## config.mk

```make
export PLATFORM = sky130hd
export DESIGN_NAME = trig_readout_sequencer
export DESIGN_NICKNAME = d
export VERILOG_FILES = /design/src/rtl/trig_readout_sequencer.sv
export SDC_FILE = /design/constraint.sdc
export NUM_CORES = 1
export LEC_CHECK = 0
export CORE_ASPECT_RATIO = 0.5
export CORE_MARGIN = 3
export CORE_UTILIZATION = 65
export DETAILED_ROUTE_END_ITERATION = 16
export GPL_ROUTABILITY_DRIVEN = 0
export GPL_TIMING_DRIVEN = 0
export PLACE_DENSITY_LB_ADDON = 0.2
export SYNTH_ARGS = -nofsm -noshare
export SYNTH_HDL_FRONTEND = slang
export SYNTH_SLANG_ARGS = --single-unit
```

## constraint.sdc

```tcl
create_clock -name memclk_i -period 9.52 [get_ports memclk_i]
set_input_delay 1.428 -clock memclk_i [delete_from_list [all_inputs] [get_ports memclk_i]]
set_output_delay 1.428 -clock memclk_i [all_outputs]
set_load 0.02 [all_outputs]
```

## src/rtl/trig_readout_sequencer.sv

```systemverilog
// trig_readout_sequencer
//   Queues trigger times and, for each one, issues a burst of NCHUNK URAM
//   read addresses starting LOOKBACK beats before the trigger time.
//
// Ports
//   memclk_i        sole clock
//   memclk_rst_i    asynchronous active-high reset
//   s_axis_tdata    trigger time (beats)        s_axis_tvalid / s_axis_tready
//   evbuf_ready_i   event buffer can take a new event (sampled only in IDLE)
//   rd_addr_o       URAM read address, qualified by rd_valid_o
//   begin_o         first beat of an event
//   event_no_o      event tag: sequence number, qualified by trig_valid_o
//   trig_time_o     event tag: unmodified trigger time
//   trig_valid_o    one-cycle strobe on the first beat
//   overflow_o      sticky, a trigger was lost or refused
//
// Build option
//   SEQ_DROP_ON_FULL_EN  defined: s_axis_tready is always 1 outside reset and
//                        triggers arriving at a full, non-popping queue are
//                        dropped (they still consume an event number).
//                        undefined: back-pressure via s_axis_tready.

module trig_readout_sequencer #(
  parameter int ADDRLEN  = 15,
  parameter int DEPTH    = 16,
  parameter int NCHUNK   = 128,
  parameter int LOOKBACK = 64,
  parameter int EVNOLEN  = 16
) (
  input  logic               memclk_i,
  input  logic               memclk_rst_i,
  input  logic [ADDRLEN-1:0] s_axis_tdata,
  input  logic               s_axis_tvalid,
  output logic               s_axis_tready,
  input  logic               evbuf_ready_i,
  output logic [ADDRLEN-1:0] rd_addr_o,
  output logic               rd_valid_o,
  output logic               begin_o,
  output logic [EVNOLEN-1:0] event_no_o,
  output logic [ADDRLEN-1:0] trig_time_o,
  output logic               trig_valid_o,
  output logic               overflow_o
);

  localparam int PW = $clog2(DEPTH);
  localparam logic [ADDRLEN-1:0] LB        = ADDRLEN'(LOOKBACK);
  localparam logic [ADDRLEN-1:0] LAST_BEAT = ADDRLEN'(NCHUNK - 1);

  typedef enum logic {IDLE, READ} state_t;

  state_t             state, state_next;

  // Queue entries carry their event number so that numbers consumed by
  // dropped triggers are skipped naturally when the entry is popped.
  logic [ADDRLEN-1:0] q_time [DEPTH];
  logic [EVNOLEN-1:0] q_evno [DEPTH];
  logic [PW:0]        wr_ptr, rd_ptr;
  logic [PW-1:0]      rd_idx;
  logic               empty, full, pop, push, drop, cnt_inc;

  logic [EVNOLEN-1:0] ev_cnt;
  logic [ADDRLEN-1:0] beat_cnt, addr_q, trig_time_q;
  logic [EVNOLEN-1:0] event_no_q;
  logic               first_q, ovf_q, last_beat;

  assign rd_idx    = rd_ptr[PW-1:0];
  assign empty     = (wr_ptr == rd_ptr);
  assign full      = (wr_ptr[PW] != rd_ptr[PW]) && (wr_ptr[PW-1:0] == rd_ptr[PW-1:0]);
  assign pop       = (state == IDLE) && !empty && evbuf_ready_i;
  assign last_beat = (beat_cnt == LAST_BEAT);

`ifdef SEQ_DROP_ON_FULL_EN
  assign s_axis_tready = ~memclk_rst_i;
  // A pop on the same edge frees the slot, so a full queue still accepts.
  assign push          = s_axis_tvalid && (!full || pop);
  assign drop          = s_axis_tvalid && full && !pop;
  assign cnt_inc       = s_axis_tvalid;
`else
  assign s_axis_tready = ~memclk_rst_i & (~full | pop);
  assign push          = s_axis_tvalid & s_axis_tready;
  assign drop          = s_axis_tvalid & ~s_axis_tready;
  assign cnt_inc       = push;
`endif

  // ---- FSM state register ----
  always_ff @(posedge memclk_i or posedge memclk_rst_i) begin
    if (memclk_rst_i) state <= IDLE;
    else              state <= state_next;
  end

  always_comb begin
    state_next = state;
    case (state)
      IDLE:    if (pop)       state_next = READ;
      READ:    if (last_beat) state_next = IDLE;
      default:                state_next = IDLE;
    endcase
  end

  // ---- trigger queue ----
  always_ff @(posedge memclk_i) begin
    if (push) begin
      q_time[wr_ptr[PW-1:0]] <= s_axis_tdata;
      q_evno[wr_ptr[PW-1:0]] <= ev_cnt;
    end
  end

  always_ff @(posedge memclk_i or posedge memclk_rst_i) begin
    if (memclk_rst_i) begin
      wr_ptr <= '0;
      rd_ptr <= '0;
      ev_cnt <= '0;
      ovf_q  <= 1'b0;
    end else begin
      if (push)    wr_ptr <= wr_ptr + 1'b1;
      if (pop)     rd_ptr <= rd_ptr + 1'b1;
      if (cnt_inc) ev_cnt <= ev_cnt + 1'b1;
      if (drop)    ovf_q  <= 1'b1;
    end
  end

  // ---- read address generation ----
  always_ff @(posedge memclk_i or posedge memclk_rst_i) begin
    if (memclk_rst_i) begin
      beat_cnt    <= '0;
      addr_q      <= '0;
      trig_time_q <= '0;
      event_no_q  <= '0;
      first_q     <= 1'b0;
    end else begin
      first_q <= pop;
      if (pop) begin
        // Modular subtraction: start may wrap below zero.
        addr_q      <= q_time[rd_idx] - LB;
        trig_time_q <= q_time[rd_idx];
        event_no_q  <= q_evno[rd_idx];
        beat_cnt    <= '0;
      end else if (state == READ) begin
        addr_q   <= addr_q + 1'b1;
        beat_cnt <= beat_cnt + 1'b1;
      end
    end
  end

  assign rd_addr_o    = addr_q;
  assign rd_valid_o   = (state == READ);
  assign begin_o      = first_q;
  assign trig_valid_o = first_q;
  assign event_no_o   = event_no_q;
  assign trig_time_o  = trig_time_q;
  assign overflow_o   = ovf_q;

endmodule

```

==> metrics.txt, run 1 <==
Clock Latency Late Sink=about 0.58 ns; simple-gate area share of the yosys netlist=4.99%; first-pass GRT wire length=79.8 mm; clock buffer depth=3; DRT Pass-1 Iters=8; vias after detailed routing=roughly 12,000; Die Y=about 140 um; reg-to-reg slack, setup=roughly 5.2 ns; Top Metal Used=met4; R2R depth=10; row count=48; power per cell area=approximately 200 nW/um2; Slew headroom=20.6%; number of distinct library cells after synthesis=55; Fin Setup TNS=0 ns; Mean Syn Cell Area=~19 um2; Leakage Power=0.00873 uW; hold path endpoint=trig_time_o[6]$_DFFE_PP0N_; Fin Hold WS=roughly 0.48 ns; Post-Synth XOR/XNOR Area=under 10%; crit path launch type=input port; Min-Delay Path Depth=2; worst path required time=9.79 ns; CP Capture Type=register; post-synthesis sequential area ratio=about three quarters; Initial Utilization=approximately two thirds; ys flop type=edfxtp_1; met2 WL post-DR=26.2 mm; M1 WL=roughly 21 mm; hold_buf cts=0; hold path start=trig_time_o[6]$_DFFE_PP0N_; CTS tree=yes; all-layer global routing usage=slightly below 30%; EDFF count, synth=about 500; #FFs+latches synth=586; CTS resizes=0; WL final=approximately 54 mm; Final ANT Viol Nets=0; Yosys warning count=0; CTS Root Cell=clkbuf_16; total core area=34,800 um2; # placed instances=~1,800; hpwl dp=between 30 and 40 mm; max-slew violations=0; final worst-path cycle share=between 40% and 50%; initial DRC count=1,792; final std cells w/o fill=~1,900; combinational family with the most area after synthesis=multiplexers; critical path peak fanout=10; critical-path cell list=clkdlybuf4s50_1, nand2_1, a311oi_2, buf_2, nand2_1, nor3_2, buf_6, buf_8, buf_4; layout cell share with drive strength beyond 1=22.1%; final setup fails=0; post-layout min period=about 4.6 ns; Synth Area in Adders=less than 1%; initial antenna violation count=0; Ports=70; Multi-input gate area=roughly 5700 um2; Final Skew=approximately 0.018 ns; flip-flop and latch area=around 17,000 um2; Mapped Nets=1,239; Max H-tree Level=2; Critical-path top delay cell=nor3_2; status=completed; WL/cell=about 29 um; GR Overflow Total=0; count of final hold-check violations=0; die area=38,000 um2; largest net degree at the start of global routing=53; Clock Sinks=586; P&R area growth vs syn=14.3%; CTS clk-pin slew, worst paths=0.07 ns; critical path's largest stage delay=approximately 0.79 ns; most frequent cell on the critical path=nand2_1; asr flop ratio synth=roughly 15%; Worst R2R Start=wr_ptr[2]$_DFFE_PP0P_; Num CTS Buffers=48; filler instances=1,826; vias per inst=approximately 6.7; nets=about 1,400; Cells after Synth=approximately 1,200; Diodes inserted=0; compound-gate portion of the synthesized area=2.20%; met3 wire len=5.68 mm; RSZ-0062 raised after global routing=false; max_cap viols=0; die width=about 270 um; Arr. time, crit path=~4.9 ns; Mapped Area=roughly 23,000 um2; post-synthesis mux area share=14.9%; IO Port Bufs=between 60 and 70; critical path type=in2reg; Residual DRC=0; vias in the first global route=~13,000; Max Clock Freq=between 200 and 250 MHz; reg2reg end=q_evno[0][13]$_DFFE_PP_; Max VDD drop=between 100 and 150 uV; Tightest Hold Check Type=reg2reg; post-CTS setup buffers=0; worst slew pin tran=about 1.2 ns
-- cells in the final DEF, fill, tap and decap left out, types with 6 or more instances in the layout --
cell type and count:
edfxtp_1 496, nand2_1 130, mux4_2 129, dfrtp_1 90, clkdlybuf4s50_1 69, clkbuf_16 49, nor2_1 38, clkbuf_1 31
xnor2_1 23, mux2i_1 23, buf_2 22, buf_6 19, o21ai_0 18, nand4_1 16, xor2_1 16, mux2_2 16
a21oi_1 16, nand3_1 13, inv_1 12, nor2_4 12, buf_12 11, buf_4 10, ha_1 9, o22ai_1 8
clkinv_1 8, clkinv_2 7, a211oi_1 6, nand2b_1 6, a31oi_1 6
-- report_power, final --
part / internal, uW / switching, uW / total (uW)
Clock: 1000 / 882 / 1890
Sequential: 2960 / 95.0 / 3060
Combinational: 108 / 222 / 330
Total: 4080 / 1200 / 5280
-- layer usage --
metal	up-vias	GRT usage, %
met5	-	0
met3	96	6.12
met4	0	7.44
met2	853	46.8
li1	5097	-
met1	6440	41.6
-- worst max-delay path by stage --
stage / end / from / depth (start not counted) / slack (ns)
after floorplan: q_evno[0][0]$_DFFE_PP_ / evbuf_ready_i / 5 / 4.69
after global routing: q_evno[0][8]$_DFFE_PP_ / evbuf_ready_i / 9 / 4.83
after global placement: q_evno[2][11]$_DFFE_PP_ / evbuf_ready_i / 6 / 1.12
final: q_evno[0][13]$_DFFE_PP_ / evbuf_ready_i / 9 / 4.88
after detailed placement: q_evno[0][10]$_DFFE_PP_ / evbuf_ready_i / 9 / 4.41
after CTS: q_evno[0][7]$_DFFE_PP_ / evbuf_ready_i / 9 / 4.96
-- layout make-up --
| class | instances | share of cell area [%] |
|---|---|---|
| Clock buffer | 68 | 5.02 |
| Inverter | 14 | 0.208 |
| Buffer | 59 | 1.44 |
| Sequential cell | 586 | 64.8 |
| Tap cell | 475 | 2.25 |
| Timing Repair Buffer | 97 | 4.32 |
| Multi-Input combinational cell | 552 | 21.5 |
| Clock inverter | 21 | 0.506 |
-- flip-flops by register name, summed over array words and instances (netlist names), 15 cells and up --
signal       cells
beat_cnt        15
ev_cnt          16
rd_addr_o       15
event_no_o      16
trig_time_o     15
q_time         240
q_evno         256
-- kinds of logic (layout without fill, tap and decap cells) --
family | after synthesis | count (layout)
flip-flops | 586 | 586
buffers and inverters | 73 | 259
multiplexers | 173 | 173
XOR/XNOR | 39 | 39
adder cells (fa/ha/maj) | 9 | 9
AND/OR/NAND/NOR | 255 | 255
AO/OA/AOI/OAI | 76 | 76
-- worst max-delay path: cells and delay by family --
family / cells / cell delay (ns)
and+or+nand+nor: 3 / 1.18
AOI/OAI and AO/OA: 1 / 0.66
buffers and inverters: 5 / 1.62
-- synthesized netlist by cell type (all sizes together) (2+ instances only) --
master | instances | area share [%]
clkbuf | 16 | 0.28
and4 | 5 | 0.19
nand3 | 13 | 0.28
edfxtp | 496 | 64
o221ai | 4 | 0.15
nor2 | 50 | 0.81
nand2 | 130 | 2.1
nand2b | 6 | 0.16
o211ai | 4 | 0.15
buf | 43 | 1.4
and2 | 3 | 0.081
mux4 | 134 | 13
and3 | 5 | 0.14
inv | 14 | 0.23
a211oi | 6 | 0.19
a31oi | 6 | 0.16
a21oi | 17 | 0.38
nand4 | 16 | 0.43
nor4 | 6 | 0.23
nor2b | 5 | 0.14
nor3 | 10 | 0.26
a211o | 2 | 0.081
o22ai | 10 | 0.32
mux2i | 23 | 0.99
or3 | 3 | 0.081
or2 | 2 | 0.054
mux2 | 16 | 0.78
ha | 9 | 0.49
xor2 | 16 | 0.61
xnor2 | 23 | 0.87
dfrtp | 90 | 9.7
a22oi | 2 | 0.065
o21ai | 18 | 0.39
-- stage by stage --
stage | instance area [um2] | setup slack (ns) | utilization (%) | total power [uW]
finish | 26500 | 4.88 | 76.1 | 5280
global route | 26500 | 4.83 | 76.1 | 5430
CTS | 26500 | 4.96 | 76.1 | 5280
detailed placement | 25000 | 4.41 | 71.9 | 3430
global placement | 24400 | 1.12 | 70.3 | 3350
floorplan | 23100 | 4.69 | - | 3240
No activity file was read; power rests on OpenSTA's default activity.
==> run 2, diff against run 1 <==
--- a/config.mk
+++ b/config.mk
@@ -7,7 +7,7 @@
 export LEC_CHECK = 0
 export CORE_ASPECT_RATIO = 0.5
 export CORE_MARGIN = 3
-export CORE_UTILIZATION = 65
+export CORE_UTILIZATION = 61
 export DETAILED_ROUTE_END_ITERATION = 16
 export GPL_ROUTABILITY_DRIVEN = 0
 export GPL_TIMING_DRIVEN = 0
==> constraint.sdc (replaced) <==
create_clock -name memclk_i -period 4.7 [get_ports memclk_i]
set_input_delay 0.705 -clock memclk_i [delete_from_list [all_inputs] [get_ports memclk_i]]
set_output_delay 0.705 -clock memclk_i [all_outputs]
set_load 0.02 [all_outputs]
==> run 2 against run 1 <==
Net effect:
- global-route usage down 1.0 points
- worst hold slack better by 0.00072 ns
- via count down 1.0%
- sequential power up 100%
- wire length up 1.2%
- worst setup slack worse by 4.0 ns
- combinational power up 98%
- power up 110%
- critical path type is now reg2reg
- highest routed layer unchanged
==> metrics.txt, run 2 (synthesis results as in run 1) <==
status=completed; final setup fails=0; Clock Sinks=586; critical path's largest stage delay=between 0.7 and 0.8 ns; Diodes inserted=0; all-layer global routing usage=28.0%; clock group share of total power=a little under two fifths; post-CTS setup buffers=0; Comb pwr share=6.0%; IO Port Bufs=between 60 and 70; die width=around 280 um; Initial Utilization=a little over three fifths; most frequent cell on the critical path=buf_6; layout cell share with drive strength beyond 1=between 20% and 30%; Max Clock Freq=between 200 and 300 MHz; total core area=approximately 37,000 um2; CTS resizes=0; Tightest Hold Check Type=reg2reg; # placed instances=approximately 1,800; vias in the first global route=around 13,000; WL/cell=~29 um; initial DRC count=roughly 1,600; switching power total=~2400 uW; number of flip-flops in the largest register=approximately 260; Fin Setup TNS=0 ns; switching share of power=22.5%; CP Capture Type=register; met3 wire len=about 5.7 mm; largest net degree at the start of global routing=54; Final ANT Viol Nets=0; hold_buf cts=0; final std cells w/o fill=~1,900; row count=just under 50; internal cell power=about 8400 uW; power per cell area=between 400 and 500 nW/um2; Leakage Power=0.00876 uW; P&R area growth vs syn=14.7%; CTS clk-pin slew, worst paths=0.07 ns; Top Metal Used=met4; Max H-tree Level=2; worst path required time=approximately 5.0 ns; CTS Root Cell=clkbuf_16; critical-path cell list=clkbuf_1, xnor2_1, and4_1, a311oi_2, nand2_1, nor3_2, buf_6, buf_6, buf_6; clock buffer depth=3; worst slew pin tran=about 1.2 ns; post-layout min period=3.82 ns; crit path launch type=register; final worst-path cycle share=about four fifths; max_cap viols=0; RSZ-0062 raised after global routing=false; initial antenna violation count=0; met2 WL post-DR=around 27 mm; CTS tree=yes; most common cell after layout, fill and taps aside=edfxtp_1; hpwl dp=33.1 mm; Ports=70; GR Overflow Total=0; first-pass GRT wire length=a little over 80 mm; critical path type=reg2reg; Flop pwr share=a little under three fifths; Arr. time, crit path=approximately 4.1 ns; Pwr Total=10,800 uW; critical path peak fanout=10; vias per inst=roughly 6.6; Num CTS Buffers=49; vias after detailed routing=12,355; DRT Pass-1 Iters=7; die area=~40,000 um2; commonest non-fill, non-tap cells in the layout=496 x edfxtp_1, 130 x nand2_1, 129 x mux4_2, 90 x dfrtp_1, 69 x clkdlybuf4s50_1; Clock Latency Late Sink=0.58 ns; M1 WL=20.9 mm; Die Y=approximately 140 um; Slew headroom=roughly a fifth; max-slew violations=0; count of final hold-check violations=0; Residual DRC=0; Critical-path top delay cell=nor3_2; WL final=~54 mm; nets=between 1,000 and 1,500; Max VDD drop=between 200 and 300 uV; Final Skew=about 0.023 ns
==> run 2: changes by cell type in the layout (fill, tap and decap cells not counted), sizes merged <==
cell      previous run  this run
clkinv              16        15
clkinvlp             2         4
bufinv               1         3
buf                 71        72
clkbuf              84        82
==> run 2: stage by stage <==
stage               utilization [%]  area (um2)  setup WS [ns]  hold slack (ns)
floorplan                         -       23100          0.409            0.451
global placement               66.7       24400          -2.94            0.460
detailed placement             68.2       25000          0.648            0.461
CTS                            72.4       26600          0.922            0.478
global route                   72.4       26600          0.742            0.501
finish                         72.4       26600          0.876            0.478
==> run 2: critical path: cells and delay by family, from the launching register on <==
kind | cells | cell delay [ns]
DFF | 1 | 0.33
and+or+nand+nor | 3 | 1.44
xor gates and xnor gates | 1 | 0.17
buffers and inverters | 4 | 1.04
AOI/OAI and AO/OA | 1 | 0.55
==> run 2: area by class of cell <==
class | instances | area, um2
repair buffers | 98 | 1150
multi-input cells | 552 | 5680
plain buffers | 59 | 382
clock buffers | 66 | 1350
flip-flops and latches | 586 | 17100
well taps | 484 | 606
inverters | 14 | 55.1
clock inverters | 24 | 196
fillers | 2085 | 10100
==> run 2: path summary, 6_finish.rpt <==
| path | endpoint | slack, ns | depth (start not counted) | from |
|---|---|---|---|---|
| max in group asynchronous | beat_cnt[2]$_DFFE_PP0P_ | 3.27 | 3 | memclk_rst_i |
| hold reg to reg | event_no_o[13]$_DFFE_PP0N_ | 0.48 | 2 | event_no_o[13]$_DFFE_PP0N_ |
| min in group asynchronous | overflow_o$_DFFE_PP0P_ | 0.72 | 2 | memclk_rst_i |
| hold / removal | event_no_o[13]$_DFFE_PP0N_ | 0.48 | 2 | event_no_o[13]$_DFFE_PP0N_ |
| setup / recovery | q_evno[3][12]$_DFFE_PP_ | 0.88 | 9 | wr_ptr[2]$_DFFE_PP0P_ |
| setup reg to reg | q_evno[3][12]$_DFFE_PP_ | 0.88 | 9 | wr_ptr[2]$_DFFE_PP0P_ |
==> run 2: power by group through the flow <==
stage | Combinational (uW) | Clock, uW | Sequential (uW)
2_1_floorplan | 327 | 0 | 6240
3_3_place_gp | 497 | 0 | 6290
3_5_place_dp | 644 | 0 | 6300
4_1_cts | 649 | 4030 | 6200
5_1_grt | 690 | 4270 | 6230
6_report | 652 | 3990 | 6200
==> run 2: per-layer routing <==
metal | vias to the layer above | track usage, %
met2 | 730 | 46.0
met1 | 6436 | 39.3
met3 | 81 | 6.40
met4 | 0 | 6.60
li1 | 5108 | -
met5 | - | 0
